$ cat config.mk
export PLATFORM = sky130hd
export DESIGN_NAME = microwave_control
export DESIGN_NICKNAME = d
export VERILOG_FILES = /design/src/rtl/microwave_control.sv
export SDC_FILE = /design/constraint.sdc
export NUM_CORES = 1
export LEC_CHECK = 0
export BUFFER_PORTS_ARGS = -buffer_cell sky130_fd_sc_hd__buf_2
export CORE_ASPECT_RATIO = 0.7
export CORE_MARGIN = 2
export CORE_UTILIZATION = 54
export DETAILED_ROUTE_END_ITERATION = 8
export PLACE_DENSITY = 0.86
export SETUP_SLACK_MARGIN = 0.1
export SYNTH_ARGS = -nofsm -noshare
export SYNTH_HDL_FRONTEND = slang
export SYNTH_SLANG_ARGS = --single-unit
$ cat constraint.sdc
create_clock -name clk -period 2.4 [get_ports clk]
set_input_delay 0.48 -clock clk [delete_from_list [all_inputs] [get_ports clk]]
set_output_delay 0.48 -clock clk [all_outputs]
set_load 0.005 [all_outputs]
$ cat src/rtl/microwave_control.sv
// -----------------------------------------------------------------------------
// microwave_control
//   Keypad entry, countdown timer and magnetron control for a microwave oven.
//   Time is held as three BCD digits (M:ST). Button inputs are active-low levels
//   and are turned into single-cycle events on their falling edges.
//
// Ports
//   clk          system clock (rising edge)
//   resetn       synchronous reset, active-low
//   D[3:0]       BCD digit from keypad encoder, valid while loadn is low
//   loadn        key-valid strobe, active-low
//   startn       start button level, active-low
//   stopn        stop button level, active-low
//   clearn       clear button level, active-low
//   door_closed  1 = door closed
//   tick         one-clk pulse per second
//   enablen      keypad enable, active-low (low in IDLE/ENTRY)
//   mag_on       magnetron drive, registered, high only in COOK
//   done         cook finished indicator, high only in DONE
//   min_ones     display digit (BCD)
//   sec_tens     display digit (BCD)
//   sec_ones     display digit (BCD)
//   state[2:0]   IDLE=0, ENTRY=1, COOK=2, PAUSE=3, DONE=4
// -----------------------------------------------------------------------------
module microwave_control (
  input  logic       clk,
  input  logic       resetn,
  input  logic [3:0] D,
  input  logic       loadn,
  input  logic       startn,
  input  logic       stopn,
  input  logic       clearn,
  input  logic       door_closed,
  input  logic       tick,
  output logic       enablen,
  output logic       mag_on,
  output logic       done,
  output logic [3:0] min_ones,
  output logic [3:0] sec_tens,
  output logic [3:0] sec_ones,
  output logic [2:0] state
);

  typedef enum logic [2:0] {
    S_IDLE  = 3'd0,
    S_ENTRY = 3'd1,
    S_COOK  = 3'd2,
    S_PAUSE = 3'd3,
    S_DONE  = 3'd4
  } state_t;

  state_t     state_reg, state_next;
  logic [3:0] min_reg, tens_reg, ones_reg;
  logic [3:0] min_next, tens_next, ones_next;
  logic [3:0] dec_min, dec_tens, dec_ones;

  logic       loadn_reg, startn_reg, stopn_reg, clearn_reg;
  // Low for the first cycle after reset release so that a button already held
  // low when reset ends is absorbed into the edge-detect copy, not reported.
  logic       armed_reg;

  logic       mag_on_reg, done_reg, enablen_reg;

  logic       key_ev, start_ev, stop_ev, clear_ev;
  logic       time_zero;

  assign key_ev   = armed_reg & loadn_reg  & ~loadn;
  assign start_ev = armed_reg & startn_reg & ~startn;
  assign stop_ev  = armed_reg & stopn_reg  & ~stopn;
  assign clear_ev = armed_reg & clearn_reg & ~clearn;

  assign time_zero = (min_reg == 4'd0) && (tens_reg == 4'd0) && (ones_reg == 4'd0);

  // One-second BCD countdown; seconds tens borrow to 5 so the minute rolls
  // as M:00 -> (M-1):59, while entered tens values above 5 count down as-is.
  always_comb begin
    dec_min  = min_reg;
    dec_tens = tens_reg;
    dec_ones = ones_reg;
    if (ones_reg != 4'd0) begin
      dec_ones = ones_reg - 4'd1;
    end else begin
      dec_ones = 4'd9;
      if (tens_reg != 4'd0) begin
        dec_tens = tens_reg - 4'd1;
      end else begin
        dec_tens = 4'd5;
        dec_min  = min_reg - 4'd1;
      end
    end
  end

  // Next-state and digit update. The if-chain order is the event priority:
  // only the highest applicable event acts, lower ones are dropped.
  always_comb begin
    state_next = state_reg;
    min_next   = min_reg;
    tens_next  = tens_reg;
    ones_next  = ones_reg;

    if (state_reg == S_COOK && !door_closed) begin
      state_next = S_PAUSE;
    end else if (stop_ev && state_reg != S_IDLE) begin
      if (state_reg == S_COOK) begin
        state_next = S_PAUSE;
      end else begin
        state_next = S_IDLE;
        min_next   = 4'd0;
        tens_next  = 4'd0;
        ones_next  = 4'd0;
      end
    end else if (clear_ev && state_reg != S_COOK) begin
      state_next = S_IDLE;
      min_next   = 4'd0;
      tens_next  = 4'd0;
      ones_next  = 4'd0;
    end else if (start_ev && door_closed &&
                 ((state_reg == S_ENTRY && !time_zero) || state_reg == S_PAUSE)) begin
      state_next = S_COOK;
    end else if (tick && state_reg == S_COOK) begin
      min_next  = dec_min;
      tens_next = dec_tens;
      ones_next = dec_ones;
      if (dec_min == 4'd0 && dec_tens == 4'd0 && dec_ones == 4'd0) begin
        state_next = S_DONE;
      end
    end else if (key_ev && (state_reg == S_IDLE || state_reg == S_ENTRY) && D <= 4'd9) begin
      min_next   = tens_reg;
      tens_next  = ones_reg;
      ones_next  = D;
      state_next = S_ENTRY;
    end
  end

  always_ff @(posedge clk) begin
    if (!resetn) begin
      state_reg   <= S_IDLE;
      min_reg     <= 4'd0;
      tens_reg    <= 4'd0;
      ones_reg    <= 4'd0;
      loadn_reg   <= 1'b1;
      startn_reg  <= 1'b1;
      stopn_reg   <= 1'b1;
      clearn_reg  <= 1'b1;
      armed_reg   <= 1'b0;
      mag_on_reg  <= 1'b0;
      done_reg    <= 1'b0;
      enablen_reg <= 1'b0;
    end else begin
      state_reg   <= state_next;
      min_reg     <= min_next;
      tens_reg    <= tens_next;
      ones_reg    <= ones_next;
      loadn_reg   <= loadn;
      startn_reg  <= startn;
      stopn_reg   <= stopn;
      clearn_reg  <= clearn;
      armed_reg   <= 1'b1;
      // Status outputs are registered from the next state so they line up
      // with state without any combinational path from the inputs.
      mag_on_reg  <= (state_next == S_COOK);
      done_reg    <= (state_next == S_DONE);
      enablen_reg <= !(state_next == S_IDLE || state_next == S_ENTRY);
    end
  end

  assign state    = state_reg;
  assign min_ones = min_reg;
  assign sec_tens = tens_reg;
  assign sec_ones = ones_reg;
  assign mag_on   = mag_on_reg;
  assign done     = done_reg;
  assign enablen  = enablen_reg;

endmodule

==> impl_metrics.tcl <==
set metrics [dict create \
    vias_per_cell 6.55 \
    tightest_slew_ns 0.590 \
    clk_path_buf_depth 2 \
    syn-instance-count 178 \
    synthFlopType "dfxtp_1" \
    yosys_register_bits 23 \
    relSlewSlack_pct 60.1 \
    cts_made_buffers 3 \
    timing.max_cap.violations 0 \
    ys_warn_count 0 \
    synth_area_um2 1510 \
    postRouteAntennaNets 0 \
    io_pins 30 \
    antenna_found_initial 0 \
    pre_cts_slack_ns 0.0302 \
    wl_per_cell_um 17.1 \
    clock_sinks 23 \
    async_flop_share_pct 0 \
    status "completed" \
    yosysUniqueCellTypes 59 \
    worst_ep_required_time_ns 2.62 \
    drt-total-wl_mm 4.27 \
    syn2layout_area_growth_pct 20.1 \
    drive_above_1_share_pct 30.7 \
    grt_max_degree 24 \
    fin_cells 249 \
    busiest_layer "met2" \
    die_w_um 67.2 \
    first_iter_violations 240 \
    hp-class "input pin to flip-flop" \
    cts_htree_levels 1 \
    num-fill-cells 212 \
    grt_pass1_wl_mm 6.75 \
    grtUsageMet2_pct 48.1 \
    fin_nets 230 \
    place_hpwl_mm 3.18 \
    clk_pin_slew_ns 0.08 \
    hold_buffers 0 \
    met1_usage_pct 37.5 \
    synth_edf_count 0 \
    floorplan.initialDensity_pct 59.1 \
    clkLatencyLatePin_ns 0.27 \
    use_met3_pct 6.00 \
    cts_tree "done" \
    fin_crit_sh_pct 93.7 \
    overflow 0 \
    place.gp.congestion 0.905 \
    dp.cells 245 \
    diodes 0 \
    num_rows 15 \
    ir_drop_uv 319 \
    first_global_vias 1466 \
    die_h_um 48.2 \
    numPortBuffers 29 \
    p_per_area_nw_per_um2 476 \
    min_period_ns 2.25 \
    drt_pass1_iterations 5 \
    setup_violations 0 \
    finalHoldViolCount 0 \
    slew_viol_final 0 \
    synth.avg_cell_area_um2 8.48 \
    critPathMaxFanout 4 \
    cp.arrival_ns 2.47 \
    path_class "flip-flop to flip-flop" \
    fin_skew_ns 0.00675 \
    cts_root_buf "clkbuf_8" \
    dieArea_um2 3240 \
    cp-start-kind "flip-flop" \
    fmax_ghz 0.445 \
    critPathCaptureType "flip-flop" \
    drc 0 \
    coreArea_um2 2550 \
    p_leak_uw 0.000802 \
    yosysSeqAreaShare_pct 30.5 \
    via_count 1632 \
    timing.final.ws_setup_ns 0.151 \
    syn_nets 192 \
    grt_use_total_pct 28.7 \
]
worst paths after layout:
check,depth (start not counted),to,from,slack [ns]
max,7,sec_ones[0]$_SDFFE_PN0P_,min_ones[0]$_SDFFE_PN0P_,0.15
min reg2reg,2,min_ones[3]$_SDFFE_PN0P_,min_ones[3]$_SDFFE_PN0P_,0.60
max reg2reg,7,sec_ones[0]$_SDFFE_PN0P_,min_ones[0]$_SDFFE_PN0P_,0.15
min,2,clearn_reg$_SDFF_PN1_,clearn,0.42
area by class of cell:
| type | instances | area (um^2) | area share (%) |
|---|---|---|---|
| Sequential cell | 23 | 460 | 25.4 |
| Clock buffer | 4 | 45.0 | 2.48 |
| Multi-Input combinational cell | 136 | 973 | 53.7 |
| Timing Repair Buffer | 45 | 265 | 14.6 |
| Tap cell | 34 | 42.5 | 2.35 |
| Inverter | 7 | 26.3 | 1.45 |
per-layer routing:
| metal | wire length, um | share of wire (%) | up-vias |
|---|---|---|---|
| li1 | - | - | 757 |
| met1 | 1870 | 44 | 772 |
| met2 | 1930 | 45 | 97 |
| met3 | 432 | 10 | 6 |
| met4 | 36 | 0.84 | 0 |
| met5 | 0 | 0 | - |
cell usage in the layout (no fill, tap or decap), types with 2 or more instances in the layout:
cell type and instances:
o221ai_1 2, o31ai_1 4, clkbuf_8 3, and3b_1 2, nor4_1 2, and3_1 3
o21ai_0 4, o2111ai_1 5, nor4b_1 3, dfxtp_1 23, nand2_1 18, buf_4 16
inv_1 6, nand2b_1 5, or4_4 2, ha_1 2, buf_2 29, nor2_1 12
nand3_1 12, mux2i_1 8, nand4_1 3, xnor2_1 2, a21oi_1 8, a31oi_1 2
a22oi_1 2, nor4_2 2, or4_1 2
report_power, final:
part / switching, uW / internal (uW)
Combinational: 123 / 91.2
Clock: 125 / 119
Sequential: 10.5 / 394
Yosys cell counts, drive strengths merged (2+ instances only):
library cell | count | area, um^2
o2111ai | 5 | 43.8
nand3 | 12 | 60.1
nor4b | 3 | 26.3
nand2 | 18 | 67.6
a31oi | 2 | 12.5
nor4 | 4 | 37.5
and3 | 4 | 26.3
inv | 6 | 22.5
nand2b | 5 | 31.3
o41ai | 2 | 17.5
o21ai | 5 | 25.0
buf | 5 | 38.8
nand4 | 3 | 18.8
and3b | 2 | 17.5
xnor2 | 2 | 17.5
a21oi | 8 | 40.0
mux2i | 8 | 80.1
dfxtp | 23 | 460
ha | 2 | 25.0
a22oi | 2 | 15.0
nor2 | 12 | 45.0
clkbuf | 7 | 26.3
or4 | 5 | 46.3
o221ai | 3 | 32.5
o31ai | 4 | 30.0
through the flow:
stage	area (um^2)	power, uW	TNS, ns	hold slack, ns	util [%]
4_1_cts	1800	855	0	0.415	70.4
6_report	1810	863	0	0.415	71.0
5_1_grt	1810	895	-0.00142	0.417	71.0
3_3_place_gp	1750	609	0	0.567	68.6
3_5_place_dp	1750	618	0	0.580	68.6
2_1_floorplan	1510	553	0	0.508	-
kinds of logic (layout without fill, tap and decap cells):
family | count (synthesis) | count (layout) | synth area share [%]
AOI/OAI and AO/OA | 46 | 46 | 24.7
adders and majority gates | 2 | 2 | 1.66
muxes | 8 | 8 | 5.31
xor gates and xnor gates | 2 | 2 | 1.16
DFF | 23 | 23 | 30.5
and+or+nand+nor | 78 | 78 | 30.6
buffers and inverters | 19 | 56 | 6.05
critical path, stage by stage, from the launching register on:
cell	delay (ns)
dfxtp_1	0.32
inv_1	0.08
ha_1	0.15
nor4b_1	0.50
and3_1	0.33
o211ai_1	0.20
a2111oi_1	0.46
a31o_2	0.15
what timing repair did:
item | 4_1_cts | 5_1_grt
setup endpoints to repair | 9 | 6
buffers inserted | 0 | 0
resized for setup | 1 | 3
Power figures use the tool's default switching activity.
